[config.mk]
export PLATFORM = sky130hd
export DESIGN_NAME = fetch_ctrl_flat
export DESIGN_NICKNAME = d
export VERILOG_FILES = /design/src/rtl/fetch_ctrl_if.sv /design/src/rtl/fetch_ctrl.sv /design/src/flat_wrapper.sv
export SDC_FILE = /design/constraint.sdc
export NUM_CORES = 1
export LEC_CHECK = 0
export CAP_MARGIN = 10
export CORE_MARGIN = 2
export CORE_UTILIZATION = 46
export CTS_BUF_LIST = sky130_fd_sc_hd__clkbuf_8 sky130_fd_sc_hd__clkbuf_16
export DETAILED_ROUTE_END_ITERATION = 6
export PLACE_DENSITY = 0.79
export SLEW_MARGIN = 30
export SYNTH_ARGS = -nofsm -noshare
export SYNTH_HDL_FRONTEND = slang
export SYNTH_SLANG_ARGS = --single-unit
export TNS_END_PERCENT = 20
[constraint.sdc]
create_clock -name clk -period 1.9 [get_ports clk]
set_input_delay 0.19 -clock clk [delete_from_list [all_inputs] [get_ports clk]]
set_output_delay 0.19 -clock clk [all_outputs]
set_load 0.1 [all_outputs]
[src/rtl/fetch_ctrl_if.sv]
// Instruction fetch interface.
// Groups the instruction-memory request/response channel, the redirect input
// and the decoded-instruction output handshake used by fetch_ctrl.
//   master : fetch_ctrl side (drives imem request and instruction output)
//   slave  : environment side (memory, branch unit, decode)
// Signal names keep their direction suffixes relative to fetch_ctrl.
interface fetch_ctrl_if;
    logic        imem_req_o;
    logic [31:0] imem_addr_o;
    logic        imem_gnt_i;
    logic        imem_rvalid_i;
    logic [31:0] imem_rdata_i;
    logic        redirect_i;
    logic [31:0] redirect_pc_i;
    logic        instr_valid_o;
    logic [31:0] instr_o;
    logic [31:0] instr_pc_o;
    logic        instr_ready_i;

    modport master (
        output imem_req_o, imem_addr_o, instr_valid_o, instr_o, instr_pc_o,
        input  imem_gnt_i, imem_rvalid_i, imem_rdata_i, redirect_i, redirect_pc_i,
               instr_ready_i
    );

    modport slave (
        input  imem_req_o, imem_addr_o, instr_valid_o, instr_o, instr_pc_o,
        output imem_gnt_i, imem_rvalid_i, imem_rdata_i, redirect_i, redirect_pc_i,
               instr_ready_i
    );
endinterface

[src/rtl/fetch_ctrl.sv]
// Instruction fetch controller.
// Issues one outstanding instruction-memory request at a time, buffers the
// returned word in a one-entry output buffer and handles branch redirects,
// discarding a response that belongs to a fetch made before the redirect.
// Ports:
//   clk   : clock, all state changes on the rising edge
//   reset : synchronous active-high reset
//   bus   : fetch_ctrl_if.master (imem request/response, redirect, instr out)
//
// state | meaning
// ------+--------------------------------------------------------------
// IDLE  | one cycle after reset, no request
// REQ   | request may be raised when the output buffer has room
// WAIT  | request granted, waiting for imem_rvalid_i
module fetch_ctrl #(
    parameter logic [31:0] RESET_PC = 32'h0000_0000
) (
    input  logic          clk,
    input  logic          reset,
    fetch_ctrl_if.master  bus
);

    typedef enum logic [1:0] {
        IDLE = 2'd0,
        REQ  = 2'd1,
        WAIT = 2'd2
    } state_t;

    state_t      state;
    state_t      state_next;
    logic [31:0] pc;
    logic [31:0] inflight_pc;
    logic        drop;
    logic        buf_valid;
    logic [31:0] buf_instr;
    logic [31:0] buf_pc;
    logic        req;
    logic        fire;
    logic        xfer;
    logic        resp;
    logic        fill;

    assign xfer = buf_valid & bus.instr_ready_i;
    assign fire = req & bus.imem_gnt_i;
    // rvalid is only meaningful while a request is outstanding
    assign resp = (state == WAIT) & bus.imem_rvalid_i;
    assign fill = resp & ~drop & ~bus.redirect_i;

    always_comb begin
        state_next = state;
        req        = 1'b0;
        case (state)
            IDLE: state_next = REQ;
            REQ: begin
                // room exists if the buffer is empty or drains this cycle
                req = (~buf_valid | xfer) & ~bus.redirect_i;
                if (bus.redirect_i) begin
                    state_next = REQ;
                end else if (req && bus.imem_gnt_i) begin
                    state_next = WAIT;
                end
            end
            WAIT: begin
                if (bus.imem_rvalid_i) begin
                    state_next = REQ;
                end
            end
            default: state_next = IDLE;
        endcase
        if (reset) begin
            req = 1'b0;
        end
    end

    always_ff @(posedge clk) begin
        if (reset) begin
            state       <= IDLE;
            pc          <= RESET_PC;
            inflight_pc <= 32'h0;
            drop        <= 1'b0;
            buf_valid   <= 1'b0;
            buf_instr   <= 32'h0;
            buf_pc      <= 32'h0;
        end else begin
            state <= state_next;

            if (bus.redirect_i) begin
                pc <= bus.redirect_pc_i;
            end else if (fire) begin
                pc <= pc + 32'd4;
            end

            if (fire) begin
                inflight_pc <= pc;
            end

            // a redirect while waiting marks the in-flight response stale;
            // any response seen in WAIT retires the single outstanding fetch
            if (resp) begin
                drop <= 1'b0;
            end else if ((state == WAIT) && bus.redirect_i) begin
                drop <= 1'b1;
            end

            if (fill) begin
                buf_valid <= 1'b1;
                buf_instr <= bus.imem_rdata_i;
                buf_pc    <= inflight_pc;
            end else if (xfer || bus.redirect_i) begin
                buf_valid <= 1'b0;
            end
        end
    end

    assign bus.imem_req_o    = req;
    assign bus.imem_addr_o   = pc;
    assign bus.instr_valid_o = buf_valid;
    assign bus.instr_o       = buf_instr;
    assign bus.instr_pc_o    = buf_pc;

endmodule

[src/flat_wrapper.sv]
// flat-port wrapper written by rule: the top's interface ports become plain ports
module fetch_ctrl_flat 
#(
    parameter logic [31:0] RESET_PC = 32'h0000_0000
)
  (clk, reset, bus_imem_req_o, bus_imem_addr_o, bus_instr_valid_o, bus_instr_o, bus_instr_pc_o, bus_imem_gnt_i, bus_imem_rvalid_i, bus_imem_rdata_i, bus_redirect_i, bus_redirect_pc_i, bus_instr_ready_i);
  fetch_ctrl_if bus_i ();
  input  logic clk;
  input  logic reset;
  output wire logic [$bits(bus_i.imem_req_o)-1:0] bus_imem_req_o;
  output wire logic [$bits(bus_i.imem_addr_o)-1:0] bus_imem_addr_o;
  output wire logic [$bits(bus_i.instr_valid_o)-1:0] bus_instr_valid_o;
  output wire logic [$bits(bus_i.instr_o)-1:0] bus_instr_o;
  output wire logic [$bits(bus_i.instr_pc_o)-1:0] bus_instr_pc_o;
  input wire logic [$bits(bus_i.imem_gnt_i)-1:0] bus_imem_gnt_i;
  input wire logic [$bits(bus_i.imem_rvalid_i)-1:0] bus_imem_rvalid_i;
  input wire logic [$bits(bus_i.imem_rdata_i)-1:0] bus_imem_rdata_i;
  input wire logic [$bits(bus_i.redirect_i)-1:0] bus_redirect_i;
  input wire logic [$bits(bus_i.redirect_pc_i)-1:0] bus_redirect_pc_i;
  input wire logic [$bits(bus_i.instr_ready_i)-1:0] bus_instr_ready_i;
  assign bus_imem_req_o = bus_i.imem_req_o;
  assign bus_imem_addr_o = bus_i.imem_addr_o;
  assign bus_instr_valid_o = bus_i.instr_valid_o;
  assign bus_instr_o = bus_i.instr_o;
  assign bus_instr_pc_o = bus_i.instr_pc_o;
  assign bus_i.imem_gnt_i = bus_imem_gnt_i;
  assign bus_i.imem_rvalid_i = bus_imem_rvalid_i;
  assign bus_i.imem_rdata_i = bus_imem_rdata_i;
  assign bus_i.redirect_i = bus_redirect_i;
  assign bus_i.redirect_pc_i = bus_redirect_pc_i;
  assign bus_i.instr_ready_i = bus_instr_ready_i;
  fetch_ctrl #(.RESET_PC(RESET_PC)) u_core (.clk(clk), .reset(reset), .bus(bus_i));
endmodule
# Yosys cells after proc, flatten, opt, wreduce, memory -nomap -nowiden
# Cells that the tools add are included.
dict set report word_totals {
  in_bits 70
  ff_bits 132
  word_cells 40
  output_inout_bits 98
}
dict set report op_classes {
  reduce_logical 8
  eq_ne 4
  bitwise 10
  n_addsub 1
  muxes 10
}
# operator n
set ops {}
lappend ops {{32-bit 2-to-1 mux} 2}
lappend ops {{32-bit by 3-bit adder with 32-bit output (second input constant)} 1}
lappend ops {{1-bit AND} 6}
lappend ops {{2-bit 2-to-1 mux} 3}
lappend ops {{2-bit one-hot mux with 3 select lines} 1}
lappend ops {{1-bit 2-to-1 mux} 4}
lappend ops {{2-bit nonzero test} 2}
lappend ops {{3-bit by 2-bit inequality test with 1-bit output (second input constant)} 1}
lappend ops {{1-bit inverter} 3}
lappend ops {{2-bit by 1-bit == test with 1-bit output (second input constant)} 1}
lappend ops {{2-bit == test (second input constant)} 1}
lappend ops {{1-bit logical AND} 2}
lappend ops {{2-bit logical NOT} 1}
lappend ops {{2-bit inequality test (second input constant)} 1}
lappend ops {{2-bit AND reduction} 1}
lappend ops {{2-bit OR reduction} 1}
lappend ops {{1-bit logical OR} 1}
lappend ops {{1-bit OR} 1}

# Logic depth before layout (Yosys ltp)
dict set report depth {
  depth_word 8
  ltp_mapped 7
  mapped_depth_nobuf 6
}

# Worst setup path after synthesis
# OpenSTA, ideal clock, no wires.
dict set report synth_timing {
  kind {register to output}
  startpoint {reg u_core.buf_valid (netlist: u_core.bus.instr_valid_o)}
  endpoint {out bus_imem_req_o}
  required_time_ps 1710
  n_path_buf 0
  t_arrival_ps 3907
  stages_incl_launch_ff 3
  setup_slack_ps -2197
  cell_sequence {dfxtp_1 and2b_2 nor4_1}
}
dict set report synth_between {
  elab_chain_len 5
  elab_cells_between_ends 6
  cone_classes {mux (2); bitwise (4)}
}
# element line
set synth_lines {}
lappend synth_lines {{from (decl)} fetch_ctrl.sv:34} ;# logic buf_valid;
lappend synth_lines {{from (signal assigned)} fetch_ctrl.sv:81} ;# buf_valid <= 1'b0;
lappend synth_lines {{from (signal assigned)} fetch_ctrl.sv:106} ;# buf_valid <= 1'b1;
lappend synth_lines {{from (signal assigned)} fetch_ctrl.sv:110} ;# buf_valid <= 1'b0;
lappend synth_lines {{1-bit AND or 1-bit inverter (tied branches)} {fetch_ctrl.sv:43, fetch_ctrl.sv:56}}
lappend synth_lines {{1-bit OR *} fetch_ctrl.sv:56} ;# req = (~buf_valid | xfer) & ~bus.redirect_i;
lappend synth_lines {{1-bit AND *} fetch_ctrl.sv:56}
lappend synth_lines {{1-bit 2-to-1 mux *} fetch_ctrl.sv:52} ;# case (state)
lappend synth_lines {{1-bit 2-to-1 mux *} fetch_ctrl.sv:70} ;# if (reset) begin
lappend synth_lines {{to (decl)} flat_wrapper.sv:10} ;# output wire logic [$bits(bus_i.imem_req_o)-1:0] bus_imem_req_o;
# Mark *: on every way between the ends. The rest lies on a longest branch, timed or not.

# Final worst setup path
# Same ends and word-level chain as after synthesis.

==> flow_summary.json <==
{
  "outcome": "finished, final reports clean",
  "period_needed_ns": 1.88,
  "h-tree-depth": 4,
  "synth-edff-count": 0,
  "report.final.slew_viol_count": 0,
  "first_global_vias": 4993,
  "rsz0062_at_grt": "no",
  "die_h_um": 112,
  "wl_per_cell_um": 15.0,
  "postCtsSetupBuffers": 0,
  "path_class": "flip-flop to output pin",
  "cp_num_buf_inv": 2,
  "ys.flop_type": "dfxtp_1",
  "cp_cell_sequence": "and2b_2, buf_4, nor4_4, buf_12",
  "grt_pass1_wl_um": 24400,
  "grt_usage": 0.240,
  "tightestPinTransition_ns": 0.569,
  "cts_tree": "built",
  "finalHoldViolCount": 0,
  "overflow": 0,
  "synth_area_leaders": "dfxtp_1 49%, nand2_1 16%, a21oi_1 11%",
  "irDropWorstVdd_mv": 0.440,
  "yosysWarnings": 0,
  "first_pass_iters": 5,
  "netlist_instances": 681,
  "crit_fanout": 3,
  "syn_nets": 752,
  "maxSlewHeadroom": 0.620,
  "fp.dieW_um": 112,
  "drive_gt1_frac": 0.242,
  "layout_commonest_cell": "nand2_1",
  "vias": 5419,
  "synth_mux_area_frac": 0.0129,
  "cts_root_buf": "clkbuf_16",
  "synthDistinctLibCells": 51,
  "antenna_cells": 0,
  "antenna_found_initial": 0,
  "cp-start-kind": "flip-flop",
  "clk_pin_slew_ns": 0.05,
  "power_mw": 6.73,
  "whs_ns": 0.331,
  "max_freq_ghz": 0.532,
  "synth-compound-area-share": 0.170,
  "nFillCells": 915,
  "synth_area_um2": 5350,
  "synth_area_per_cell_um2": 7.85,
  "dieArea_um2": 12500,
  "power_density_nw_per_um2": 867,
  "synthXorXnorAreaFrac": 0.0115,
  "crit_family": "simple AND/OR/NAND/NOR gates",
  "grt_max_degree": 134,
  "cts_made_buffers": 17,
  "hold_path_class": "primary input to flip-flop",
  "post-route-period-util": 0.989,
  "synth_top_area_cell": "dfxtp_1",
  "cp_data_arrival_time_ns": 1.69,
  "gp_congestion": 0.859,
  "placed_area_um2": 7200,
  "cts_buffer_depth": 2,
  "rows": 39,
  "power.leakage_nw": 2.99,
  "clkLatencyLatePin_ns": 0.41,
  "final_nets": 926,
  "cp_slowest_cell": "dfxtp_4",
  "start_util": 0.470,
  "setup_viol": 0,
  "synth_fa_ha_area_frac": 0.00234,
  "drcViolationCount": 0,
  "yosysSeqAreaShare": 0.494,
  "syn_to_final_growth_pct": 45.1,
  "async_reset_ff_frac": 0,
  "slowest_delay_ns": 0.35,
  "final_area_um2": 7750,
  "core_um2": 11400,
  "vias_per_cell": 5.37,
  "crit_path_end_kind": "output pin",
  "drv_cap": 0,
  "final_core_util": 0.682,
  "wl_um": 15200,
  "ant_nets": 0,
  "synthSimpleGateAreaFrac": 0.269,
  "critPathRequiredTime_ns": 1.71,
  "synth_top_family_by_area": "simple AND/OR/NAND/NOR gates",
  "port-buffer-count": 167,
  "layout_common_cells": "226 x nand2_1, 128 x buf_4, 116 x a21oi_1",
  "yosys_register_bits": 132,
  "drt-initial-drc-count": 486,
  "netlist.area_leader.share": 0.494,
  "cts_sinks": 132,
  "fin_skew_ns": 0.00986,
  "io_pins": 168,
  "place_hpwl_um": 10600
}
## per-layer routing
| metal | GRT usage | part of all wire | vias to the layer above |
|---|---|---|---|
| met5 | 0 | 0 | - |
| met4 | 0.0897 | 0.019 | 0 |
| met3 | 0.0566 | 0.069 | 30 |
| met2 | 0.381 | 0.47 | 233 |
| met1 | 0.320 | 0.44 | 2482 |
| li1 | - | - | 2674 |
## cells in the mapped netlist, types with 3 or more instances
cell type  count
a211oi_1       3
a21oi_1      116
a22oi_1        3
a31oi_1       15
and3_1        10
buf_1         12
clkbuf_1      32
dfxtp_1      132
inv_1          6
mux2_2         3
nand2_1      226
nand2b_1       3
nand3_1       15
nand4_1       11
nor2_1        18
nor3_1         4
nor4_1         4
o211ai_1       3
o21ai_0       10
o22ai_1        5
or3_1          3
or4_1          3
xor2_1         6
## final timing paths
path,depth (start not counted),start,slack [ns],endpoint
setup / recovery,4,u_core.bus.instr_valid_o,0.02,bus_imem_req_o
hold / removal,3,bus_redirect_pc_i[2],0.33,u_core.bus.imem_addr_o[2]
setup reg to reg,6,u_core.state[1],0.17,u_core.bus.imem_addr_o[9]
hold reg to reg,2,u_core.inflight_pc[9],0.45,u_core.bus.instr_pc_o[9]
## stage by stage
stage                     setup slack (ns)  TNS [ns]  cells
after floorplan                    -0.0113   -0.0113    681
after global placement              -0.124     -3.35    979
after detailed placement            -0.202     -6.07    979
after CTS                           0.0412         0   1010
after global routing               0.00125         0   1010
final                               0.0205         0   1010
## layout make-up
cell class | instances | area, um^2 | share of cell area
Clock inverter | 10 | 68.8 | 0.00888
Timing Repair Buffer | 202 | 1760 | 0.227
Inverter | 6 | 22.5 | 0.00290
Tap cell | 143 | 179 | 0.0231
Multi-Input combinational cell | 496 | 2520 | 0.325
Sequential cell | 132 | 2720 | 0.351
Clock buffer | 21 | 480 | 0.0620
## flip-flops by register name, indices dropped and copies added (netlist names)
signal,flops
u_core.drop,1
u_core.bus.instr_pc_o,32
u_core.inflight_pc,32
u_core.state,2
u_core.bus.instr_valid_o,1
u_core.bus.imem_addr_o,32
u_core.bus.instr_o,32
## tightest hold or removal path: cells and delay by family
kind | cells | cell delay (ns)
AOI/OAI and AO/OA | 1 | 0.05
buffers and inverters | 1 | 0.39
and+or+nand+nor | 1 | 0.06
## cells by family after synthesis
| family | count (synthesis) |
|---|---|
| AOI/OAI and AO/OA | 165 |
| xor gates and xnor gates | 7 |
| adders and majority gates | 1 |
| buffers and inverters | 53 |
| DFF | 132 |
| muxes | 6 |
| and+or+nand+nor | 317 |
## where the power goes
group          total, mW  switching (mW)  internal (mW)
Clock               3.00            1.11           1.89
Sequential          2.91          0.0910           2.82
Combinational      0.810           0.526          0.284
Total               6.73            1.73           5.00
## what timing repair did
item,CTS,global route
hold buffers,0,0
resized for setup,2,1
pin swaps,1,0
endpoints found under the setup margin,1,1
hold endpoints to repair,0,0
No activity file was read; power rests on OpenSTA's default activity.
